$ cat src/rtl/wb_arb_pkg.sv
// -----------------------------------------------------------------------------
// wb_arb_pkg
// Shared definitions for the round-robin Wishbone arbiter:
//   - Wishbone CTI codes that end a bus cycle
//   - arbiter FSM state encoding
//   - clog2 helper for sizing pointers and counters
// -----------------------------------------------------------------------------
package wb_arb_pkg;

    localparam logic [2:0] CTI_CLASSIC      = 3'b000;
    localparam logic [2:0] CTI_END_OF_BURST = 3'b111;

    typedef enum logic {
        ST_IDLE  = 1'b0,
        ST_OWNED = 1'b1
    } arb_state_t;

    // Ceiling log2; clog2(1) = 0.
    function automatic int unsigned clog2(input int unsigned value);
        int unsigned result;
        result = 0;
        for (int unsigned i = 0; i < 32; i++) begin
            if ((64'(1) << i) < 64'(value)) begin
                result = i + 1;
            end
        end
        return result;
    endfunction

endpackage

$ cat src/rtl/rr_pick.sv
// -----------------------------------------------------------------------------
// rr_pick
// Purely combinational round-robin selector. Returns the first requester found
// searching cyclically upward from ptr+1.
//   req   in  NUM_REQ  request vector
//   ptr   in  PTR_W    index of the last owner
//   gnt   out NUM_REQ  one-hot winner (zero when no request)
//   valid out 1        at least one request is pending
// -----------------------------------------------------------------------------
module rr_pick
    import wb_arb_pkg::*;
#(
    parameter int unsigned NUM_REQ = 4,
    parameter int unsigned PTR_W   = clog2(NUM_REQ)
) (
    input  logic [NUM_REQ-1:0] req,
    input  logic [PTR_W-1:0]   ptr,
    output logic [NUM_REQ-1:0] gnt,
    output logic               valid
);

    logic [PTR_W:0]     shift;
    logic [NUM_REQ-1:0] rot;
    logic [NUM_REQ-1:0] low;

    // Rotate so that ptr+1 lands at bit 0, isolate the lowest set bit, then
    // rotate back. Avoids a per-position priority chain.
    assign shift = {1'b0, ptr} + {{PTR_W{1'b0}}, 1'b1};
    assign rot   = NUM_REQ'({req, req} >> shift);
    assign low   = rot & (-rot);
    assign gnt   = NUM_REQ'((({low, low}) << shift) >> NUM_REQ);
    assign valid = |req;

endmodule

$ cat src/rtl/wb_arbiter_rr.sv
// -----------------------------------------------------------------------------
// wb_arbiter_rr
// Round-robin arbiter connecting NUM_MASTERS Wishbone masters to one slave,
// with a per-transfer watchdog.
//   clk, reset_n                 clock, async active-low reset
//   m_*_i                        packed per-master inputs, master i in slice i
//   m_dat_o                      slave read data, broadcast to all masters
//   m_ack_o/m_err_o/m_rty_o      per-master terminations (owner only)
//   s_*_o                        granted master's signals, zero when idle
//   s_dat_i/s_ack_i/s_err_i/s_rty_i  slave read data and terminations
//   grant_o                      one-hot current grant, zero when idle
//   timeout_o                    one-cycle pulse when the watchdog fires
// -----------------------------------------------------------------------------
module wb_arbiter_rr
    import wb_arb_pkg::*;
#(
    parameter int unsigned NUM_MASTERS    = 4,
    parameter int unsigned ADR_WIDTH      = 32,
    parameter int unsigned DAT_WIDTH      = 32,
    parameter int unsigned TIMEOUT_CYCLES = 255
) (
    input  logic                               clk,
    input  logic                               reset_n,
    input  logic [NUM_MASTERS*ADR_WIDTH-1:0]   m_adr_i,
    input  logic [NUM_MASTERS*DAT_WIDTH-1:0]   m_dat_i,
    input  logic [NUM_MASTERS*DAT_WIDTH/8-1:0] m_sel_i,
    input  logic [NUM_MASTERS-1:0]             m_we_i,
    input  logic [NUM_MASTERS-1:0]             m_lock_i,
    input  logic [NUM_MASTERS-1:0]             m_cyc_i,
    input  logic [NUM_MASTERS-1:0]             m_stb_i,
    input  logic [NUM_MASTERS*3-1:0]           m_cti_i,
    input  logic [NUM_MASTERS*2-1:0]           m_bte_i,
    output logic [DAT_WIDTH-1:0]               m_dat_o,
    output logic [NUM_MASTERS-1:0]             m_ack_o,
    output logic [NUM_MASTERS-1:0]             m_err_o,
    output logic [NUM_MASTERS-1:0]             m_rty_o,
    output logic [ADR_WIDTH-1:0]               s_adr_o,
    output logic [DAT_WIDTH-1:0]               s_dat_o,
    output logic [DAT_WIDTH/8-1:0]             s_sel_o,
    output logic                               s_we_o,
    output logic [2:0]                         s_cti_o,
    output logic [1:0]                         s_bte_o,
    output logic                               s_lock_o,
    output logic                               s_cyc_o,
    output logic                               s_stb_o,
    input  logic [DAT_WIDTH-1:0]               s_dat_i,
    input  logic                               s_ack_i,
    input  logic                               s_err_i,
    input  logic                               s_rty_i,
    output logic [NUM_MASTERS-1:0]             grant_o,
    output logic                               timeout_o
);

    localparam int unsigned PTR_W = clog2(NUM_MASTERS);
    localparam int unsigned SEL_W = DAT_WIDTH / 8;
    localparam int unsigned CNT_W = (TIMEOUT_CYCLES == 0) ? 1 : clog2(TIMEOUT_CYCLES + 1);
    // The watchdog fires in the cycle whose increment would reach the limit.
    localparam logic [CNT_W-1:0] WD_LAST = CNT_W'(TIMEOUT_CYCLES - 1);

    arb_state_t             state_q, state_d;
    logic [NUM_MASTERS-1:0] grant_q, grant_d;
    logic [PTR_W-1:0]       last_q, last_d;
    logic [CNT_W-1:0]       wd_q, wd_d;

    logic [NUM_MASTERS-1:0] req;
    logic [NUM_MASTERS-1:0] pick_gnt;
    logic                   pick_valid;

    logic [ADR_WIDTH-1:0]   own_adr;
    logic [DAT_WIDTH-1:0]   own_dat;
    logic [SEL_W-1:0]       own_sel;
    logic [2:0]             own_cti;
    logic [1:0]             own_bte;
    logic                   own_we, own_lock, own_cyc, own_stb;
    logic [PTR_W-1:0]       own_idx;

    logic term;
    logic timeout;
    logic release_bus;

    assign req = m_cyc_i & m_stb_i;

    rr_pick #(
        .NUM_REQ (NUM_MASTERS),
        .PTR_W   (PTR_W)
    ) u_pick (
        .req   (req),
        .ptr   (last_q),
        .gnt   (pick_gnt),
        .valid (pick_valid)
    );

    // AND-OR selection of the owner's signals; all zero while grant is empty.
    always_comb begin
        own_adr  = '0;
        own_dat  = '0;
        own_sel  = '0;
        own_cti  = '0;
        own_bte  = '0;
        own_we   = 1'b0;
        own_lock = 1'b0;
        own_cyc  = 1'b0;
        own_stb  = 1'b0;
        own_idx  = '0;
        for (int unsigned i = 0; i < NUM_MASTERS; i++) begin
            own_adr  = own_adr | (m_adr_i[i*ADR_WIDTH +: ADR_WIDTH] & {ADR_WIDTH{grant_q[i]}});
            own_dat  = own_dat | (m_dat_i[i*DAT_WIDTH +: DAT_WIDTH] & {DAT_WIDTH{grant_q[i]}});
            own_sel  = own_sel | (m_sel_i[i*SEL_W +: SEL_W] & {SEL_W{grant_q[i]}});
            own_cti  = own_cti | (m_cti_i[i*3 +: 3] & {3{grant_q[i]}});
            own_bte  = own_bte | (m_bte_i[i*2 +: 2] & {2{grant_q[i]}});
            own_we   = own_we   | (m_we_i[i]   & grant_q[i]);
            own_lock = own_lock | (m_lock_i[i] & grant_q[i]);
            own_cyc  = own_cyc  | (m_cyc_i[i]  & grant_q[i]);
            own_stb  = own_stb  | (m_stb_i[i]  & grant_q[i]);
            own_idx  = own_idx  | (PTR_W'(i) & {PTR_W{grant_q[i]}});
        end
    end

    // Watchdog and release decode. A real slave termination masks the timeout.
    always_comb begin
        term        = s_ack_i | s_err_i | s_rty_i;
        timeout     = (TIMEOUT_CYCLES != 0) && (state_q == ST_OWNED) &&
                      own_stb && !term && (wd_q == WD_LAST);
        release_bus = !own_cyc || timeout ||
                      (term && !own_lock &&
                       ((own_cti == CTI_CLASSIC) || (own_cti == CTI_END_OF_BURST)));
    end

    // State register
    always_ff @(posedge clk or negedge reset_n) begin
        if (!reset_n) begin
            state_q <= ST_IDLE;
            grant_q <= '0;
            last_q  <= PTR_W'(NUM_MASTERS - 1);
            wd_q    <= '0;
        end else begin
            state_q <= state_d;
            grant_q <= grant_d;
            last_q  <= last_d;
            wd_q    <= wd_d;
        end
    end

    // Next-state logic
    always_comb begin
        state_d = state_q;
        grant_d = grant_q;
        last_d  = last_q;
        wd_d    = wd_q;
        case (state_q)
            ST_IDLE: begin
                wd_d = '0;
                if (pick_valid) begin
                    state_d = ST_OWNED;
                    grant_d = pick_gnt;
                end
            end
            ST_OWNED: begin
                if (release_bus) begin
                    state_d = ST_IDLE;
                    grant_d = '0;
                    last_d  = own_idx;
                    wd_d    = '0;
                end else if (term) begin
                    wd_d = '0;
                end else if (own_stb && (wd_q != '1)) begin
                    wd_d = wd_q + CNT_W'(1);
                end
            end
        endcase
    end

    // Outputs
    always_comb begin
        s_adr_o   = own_adr;
        s_dat_o   = own_dat;
        s_sel_o   = own_sel;
        s_we_o    = own_we;
        s_cti_o   = own_cti;
        s_bte_o   = own_bte;
        s_lock_o  = own_lock;
        s_cyc_o   = own_cyc & ~timeout;
        s_stb_o   = own_stb & ~timeout;
        m_dat_o   = s_dat_i;
        m_ack_o   = grant_q & {NUM_MASTERS{s_ack_i}};
        m_err_o   = grant_q & {NUM_MASTERS{s_err_i | timeout}};
        m_rty_o   = grant_q & {NUM_MASTERS{s_rty_i}};
        grant_o   = grant_q;
        timeout_o = timeout;
    end

endmodule
$ cat config.mk
export PLATFORM = sky130hd
export DESIGN_NAME = wb_arbiter_rr
export DESIGN_NICKNAME = d
export VERILOG_FILES = /design/src/rtl/wb_arb_pkg.sv /design/src/rtl/rr_pick.sv /design/src/rtl/wb_arbiter_rr.sv
export SDC_FILE = /design/constraint.sdc
export NUM_CORES = 1
export LEC_CHECK = 0
export BUFFER_PORTS_ARGS = -buffer_cell sky130_fd_sc_hd__clkbuf_2
export CAP_MARGIN = 20
export CORE_AREA = 2 2 182 184
export CTS_BUF_LIST = sky130_fd_sc_hd__clkbuf_8
export CTS_CLUSTER_SIZE = 8
export DETAILED_ROUTE_END_ITERATION = 8
export DIE_AREA = 0 0 184 186
export PLACE_DENSITY = 0.39
export SYNTH_ARGS = -nofsm -noshare
export SYNTH_HDL_FRONTEND = slang
export SYNTH_HIERARCHICAL = 1
export SYNTH_SLANG_ARGS = --single-unit
$ cat constraint.sdc
create_clock -name clk -period 2.29 [get_ports clk]
set_input_delay 0.1145 -clock clk [delete_from_list [all_inputs] [get_ports clk]]
set_output_delay 0.1145 -clock clk [all_outputs]
set_load 0.1 [all_outputs]
* Word level (Yosys, flattened, before mapping)
Index checks and enable logic that the tools add are counted.
** Word-level totals
- Logic and storage cells :: 118
- Output and inout port bits :: 126
- Flip-flop bits (word level) :: 15
** Operators by class
- Reduce and logical (&&, ||, !) cells :: 16
- Muxes and demuxes :: 10
- Bitwise logic cells :: 77
- Add/subtract/negate cells :: 3
- Equality and inequality tests :: 6
- Shift operators :: 2
** Operator list (count)
- $and A32 B32 Y32 :: 8
- $or A32 B32 Y32 :: 6
- $and A4 B4 Y4 :: 9
- $mux W8 :: 3
- $and A1 B1 Y1 :: 18
- $pmux W8 S2 :: 1
- $or A1 B1 Y1 :: 15
- $and A3 B3 Y3 :: 4
- $or A4 B4 Y4 :: 3
- $or A3 B3 Y3 :: 3
- $add A8 B1 Y8 const B :: 1
- $and A2 B2 Y2 :: 4
- $eq A8 B8 Y1 const B :: 1
- $mux W4 :: 2
- $ne A8 B8 Y1 const B :: 1
- $or A2 B2 Y2 :: 4
- $pmux W4 S2 :: 1
- $shl A8 B3 Y8 :: 1
- $shr A8 B3 Y4 :: 1
- $logic_and A1 B1 Y1 :: 6
- $ne A4 B1 Y1 const B :: 1
- $neg A4 Y4 :: 1
- $reduce_and A2 Y1 :: 2
- $reduce_or A4 Y1 :: 1
- other kinds (11) :: 17

* Logic depth before layout (Yosys ltp)
- Depth in word-level cells :: 11
- Gate-level depth with buffers :: 8
- Depth with buffers taken out :: 8

* By module
The synthesis kept the hierarchy.
** By module, submodules not included
- wb_arbiter_rr :: area an instance 2742.6 um^2, instances 1, sequential area each 377.9 um^2, cells an instance 396
- rr_pick :: area an instance 188.9 um^2, instances 1, sequential area each 0.0 um^2, cells an instance 27

* Worst setup path before layout
Ideal clock, no wire load.
- Path type :: reg-to-output
- Start :: register grant_q[0], in the netlist grant_o[0]
- End :: output timeout_o
- Slack :: -1.386 ns
- Data required time :: 2.176 ns
- Arrival :: 3.562 ns
- Cell stages (with the launch flop) :: 5
- Buffers on the path :: 1
- Cells stage by stage :: dfrtp_1 -> buf_2 -> a22o_1 -> o21ai_1 -> nor3_1
** On the way
- Longest elaborated chain between the ends :: 7
** RTL lines
- from (decl) :: RTL line wb_arbiter_rr.sv:61 : logic [NUM_MASTERS-1:0] grant_q, grant_d;
- from (signal assigned) :: RTL line wb_arbiter_rr.sv:138 : grant_q <= grant_d;
- $and A1 B1 Y1 :: RTL line wb_arbiter_rr.sv:114 : own_stb = own_stb | (m_stb_i[i] & grant_q[i]);
- $or A1 B1 Y1 (3 in series) :: RTL line wb_arbiter_rr.sv:114
- $logic_and A1 B1 Y1 :: RTL line wb_arbiter_rr.sv:122 : timeout = (TIMEOUT_CYCLES != 0) && (state_q == ST_OWNED) &&
- $logic_and A1 B1 Y1 (2 in series) :: RTL line wb_arbiter_rr.sv:123 : own_stb && !term && (wd_q == WD_LAST);
- to (decl) :: RTL line wb_arbiter_rr.sv:51 : output logic timeout_o
Every way passes these cells.

* Final worst setup path
- Start :: register grant_q[0], in the netlist grant_o[0]
- End :: output s_cyc_o
** On the way
- Longest elaborated chain between the ends :: 9
- Elaborated cells on any way between the ends :: 13
** RTL lines
- $and A1 B1 Y1 :: RTL line wb_arbiter_rr.sv:114
- $or A1 B1 Y1 (3 in series) :: RTL line wb_arbiter_rr.sv:114
- $logic_and A1 B1 Y1 :: RTL line wb_arbiter_rr.sv:122
- $logic_and A1 B1 Y1 (2 in series) :: RTL line wb_arbiter_rr.sv:123
- $not A1 Y1 :: RTL line wb_arbiter_rr.sv:182 : s_cyc_o = own_cyc & ~timeout;
- $and A1 B1 Y1 (*) :: RTL line wb_arbiter_rr.sv:182
- to (decl) :: RTL line wb_arbiter_rr.sv:44 : output logic s_cyc_o,
Every way passes the cells marked *; elsewhere a longest branch is shown, timed or not.

==> flow_metrics.py <==
metrics = {
    "outcome": {
        "status": "complete, no violations",
    },
    "job": {
        "cap_viol_max_count": 0,
    },
    "floorplanning": {
        "die_w_um": 184,
        "num_io_pins": 471,
        "fp.dieH_um": 186,
        "rows": 66,
        "die_area_sq_mm": 0.03422,
        "core_sq_mm": 0.03221,
        "start_util": 0.09103,
    },
    "place": {
        "place_ws_ns": 0.3004,
        "dp.cells": 1183,
        "hpwl_mm": 17.63,
        "place_congestion": 0.7851,
        "portBuffers": 406,
    },
    "cells_and_area": {
        "final_util": 0.1907,
        "drive_above_1_share": 0.6064,
        "layout.nets": 1129,
        "instances_no_fill": 1188,
        "syn2layout_area_growth_pct": 109.5,
        "diodes": 0,
        "mostFrequentLayoutCell": "clkbuf_2",
        "nFillCells": 3646,
        "layout_common_cells": "322 x clkbuf_2, 147 x a22oi_1, 63 x nand2_1",
    },
    "routing": {
        "drt_iter0_markers": 215,
        "via_count": 4730,
        "first_pass_iters": 4,
        "drtAntennaViolNets": 0,
        "wire_per_inst_um": 17.18,
        "drc": 0,
        "finalWirelength_mm": 20.41,
        "viasPerCell": 3.981,
    },
    "yosys": {
        "async_reset_ff_frac": 1.000,
        "synthDistinctLibCells": 47,
        "yosysTopAreaCellShare": 0.3867,
        "synth-seq-cells": 15,
        "synth_edf_count": 0,
        "synthesis.area_sq_mm": 0.002932,
        "synthFlopType": "dfrtp_1",
        "yosys.area.top_type": "a22oi_1",
        "yosys_warnings": 6,
        "synth_area_per_cell_sq_um": 6.930,
        "synth_fp_nets": 771,
        "ys_seq_area_frac": 0.1289,
        "netlist_top_cells_area": "a22oi_1 39%, dfrtp_1 11%, nand2_1 10%, buf_4 8.2%, clkbuf_1 2.9%",
        "postSynthCellCount": 423,
    },
    "clock_network": {
        "cts_buffers": 3,
        "post_cts_buffers": 0,
        "h-tree-depth": 1,
        "clockBufferDepth": 2,
        "clock-sinks": 15,
        "clock_latency_ns": 0.25,
        "clkTransAtPathRegs_ns": 0.06,
        "cts_root_buffer": "clkbuf_8",
        "cts_tree": "done",
    },
    "global_routing": {
        "grt_pass1_wl_mm": 27.57,
        "grt_usage": 0.1066,
        "grt_overflow_total": 0,
        "grt_max_degree": 51,
        "antenna_found_initial": 5,
        "grt_pass1_vias": 4496,
    },
    "min_path": {
        "hold_path_class": "in2out",
    },
    "worst_setup_path": {
        "critPathBufInv": 4,
        "end_kind": "primary output",
        "crit_fanout": 16,
        "startpoint_type": "register",
        "cp_slowest_stage_delay_ns": 0.52,
        "arrival_ns": 2.01,
        "path_common_cell": "buf_4",
        "crit_type": "reg2out",
        "crit_chain": "buf_4 -> buf_4 -> a22oi_1 -> a21o_1 -> clkinvlp_4 -> buf_12",
        "cp_data_required_time_ns": 2.18,
        "crit_family": "buffers and inverters",
        "crit_slowest_cell": "dfrtp_4",
    },
    "sta": {
        "max_freq_mhz": 469.8,
        "slew_headroom": 0.5842,
        "min_period_ns": 2.129,
        "timing.final.crit_share": 0.9295,
        "setup_ws_ns": 0.1615,
        "worst_pin_slew_ns": 0.6157,
        "finalClockSkew_ns": 0.001701,
        "slew_violations": 0,
        "final-setup-viol-count": 0,
        "rsz0062_at_grt": "false",
        "hold_viol": 0,
    },
    "power_and_ir_drop": {
        "ir_drop_v": 0.0007383,
        "p_per_area_mw_per_mm2": 1987,
        "leakage_nw": 3.114,
    },
}
[cell usage after synthesis, drive strengths merged (2+ instances only)]
cell type and n:
a211oi 4, a21o 2, a22o 2, a22oi 153, and2 12, and3 2, buf 47, clkbuf 23
dfrtp 13, dfstp 2, ha 3, inv 8, mux2i 7, nand2 81, nand2b 3, nand3 4
nand4 2, nor2 15, nor2b 4, nor3 5, o21ai 4, o22ai 2, o2bb2ai 3, or3b 2
xnor2 4, xor2 3
[state kept, by name, indices dropped and copies added (netlist names)]
signal / cells
wd_q: 8
grant_o: 4
last_q: 2
state_q: 1
[stage by stage]
step | hold slack, ns | power (W) | setup TNS (ns) | cell area, sq um
3_3_place_gp | 0.06256 | 0.01210 | 0 | 6087
4_1_cts | 0.2297 | 0.01231 | 0 | 6142
6_report | 0.2290 | 0.01220 | 0 | 6142
3_5_place_dp | 0.07146 | 0.01205 | 0 | 6087
2_1_floorplan | -0.1811 | 0.008708 | -0.3075 | 3092
5_1_grt | 0.2291 | 0.01264 | 0 | 6142
[cells by family (layout without fill, tap and decap cells)]
logic type	count (synthesis)	count (layout)	share of synthesized area
AOI/OAI and AO/OA	177	177	0.4592
xor gates and xnor gates	7	7	0.02091
adders and majority gates	3	3	0.01281
buffers and inverters	78	435	0.1426
DFF	15	15	0.1289
muxes	7	7	0.02390
and+or+nand+nor	136	136	0.2117
[routing by layer]
layer | vias up | track usage | share of wire
met5 | - | 0 | 0.0029
met4 | 8 | 0.01568 | 0.013
met3 | 24 | 0.02778 | 0.087
met2 | 243 | 0.1870 | 0.49
met1 | 2161 | 0.1333 | 0.41
li1 | 2294 | - | -
[final timing paths]
kind | from | to | slack [ns] | depth (start not counted)
min in group asynchronous | reset_n | wd_q[1] | 0.33 | 2
hold / removal | s_dat_i[0] | m_dat_o[0] | 0.23 | 0
hold reg to reg | last_q[0] | last_q[0] | 0.53 | 2
setup / recovery | grant_o[0] | s_cyc_o | 0.16 | 6
max in group asynchronous | reset_n | grant_o[3] | 1.63 | 2
setup reg to reg | grant_o[2] | grant_o[1] | 0.31 | 6
[cell type report]
class / count / area (sq um) / share of cell area
Tap cell: 408 / 510.5 / 0.08311
Multi-Input combinational cell: 330 / 2262 / 0.3683
Sequential cell: 15 / 392.9 / 0.06396
Timing Repair Buffer: 423 / 2898 / 0.4718
Clock inverter: 1 / 3.754 / 0.0006111
Clock buffer: 3 / 41.29 / 0.006722
Inverter: 8 / 33.78 / 0.005500
[timing repair]
action                                  CTS  global route
endpoints found under the hold margin    13             0
gates resized for setup                   0             0
hold buffers                              1             0
endpoints found under the setup margin    0             0
[where the power goes]
part / internal (W) / switching [W] / total (W)
Combinational: 0.00303 / 0.00854 / 0.0116
Sequential: 0.000331 / 0.0000870 / 0.000418
Clock: 0.000119 / 0.0000979 / 0.000217
Total: 0.00348 / 0.00872 / 0.0122
Power figures use the tool's default switching activity.
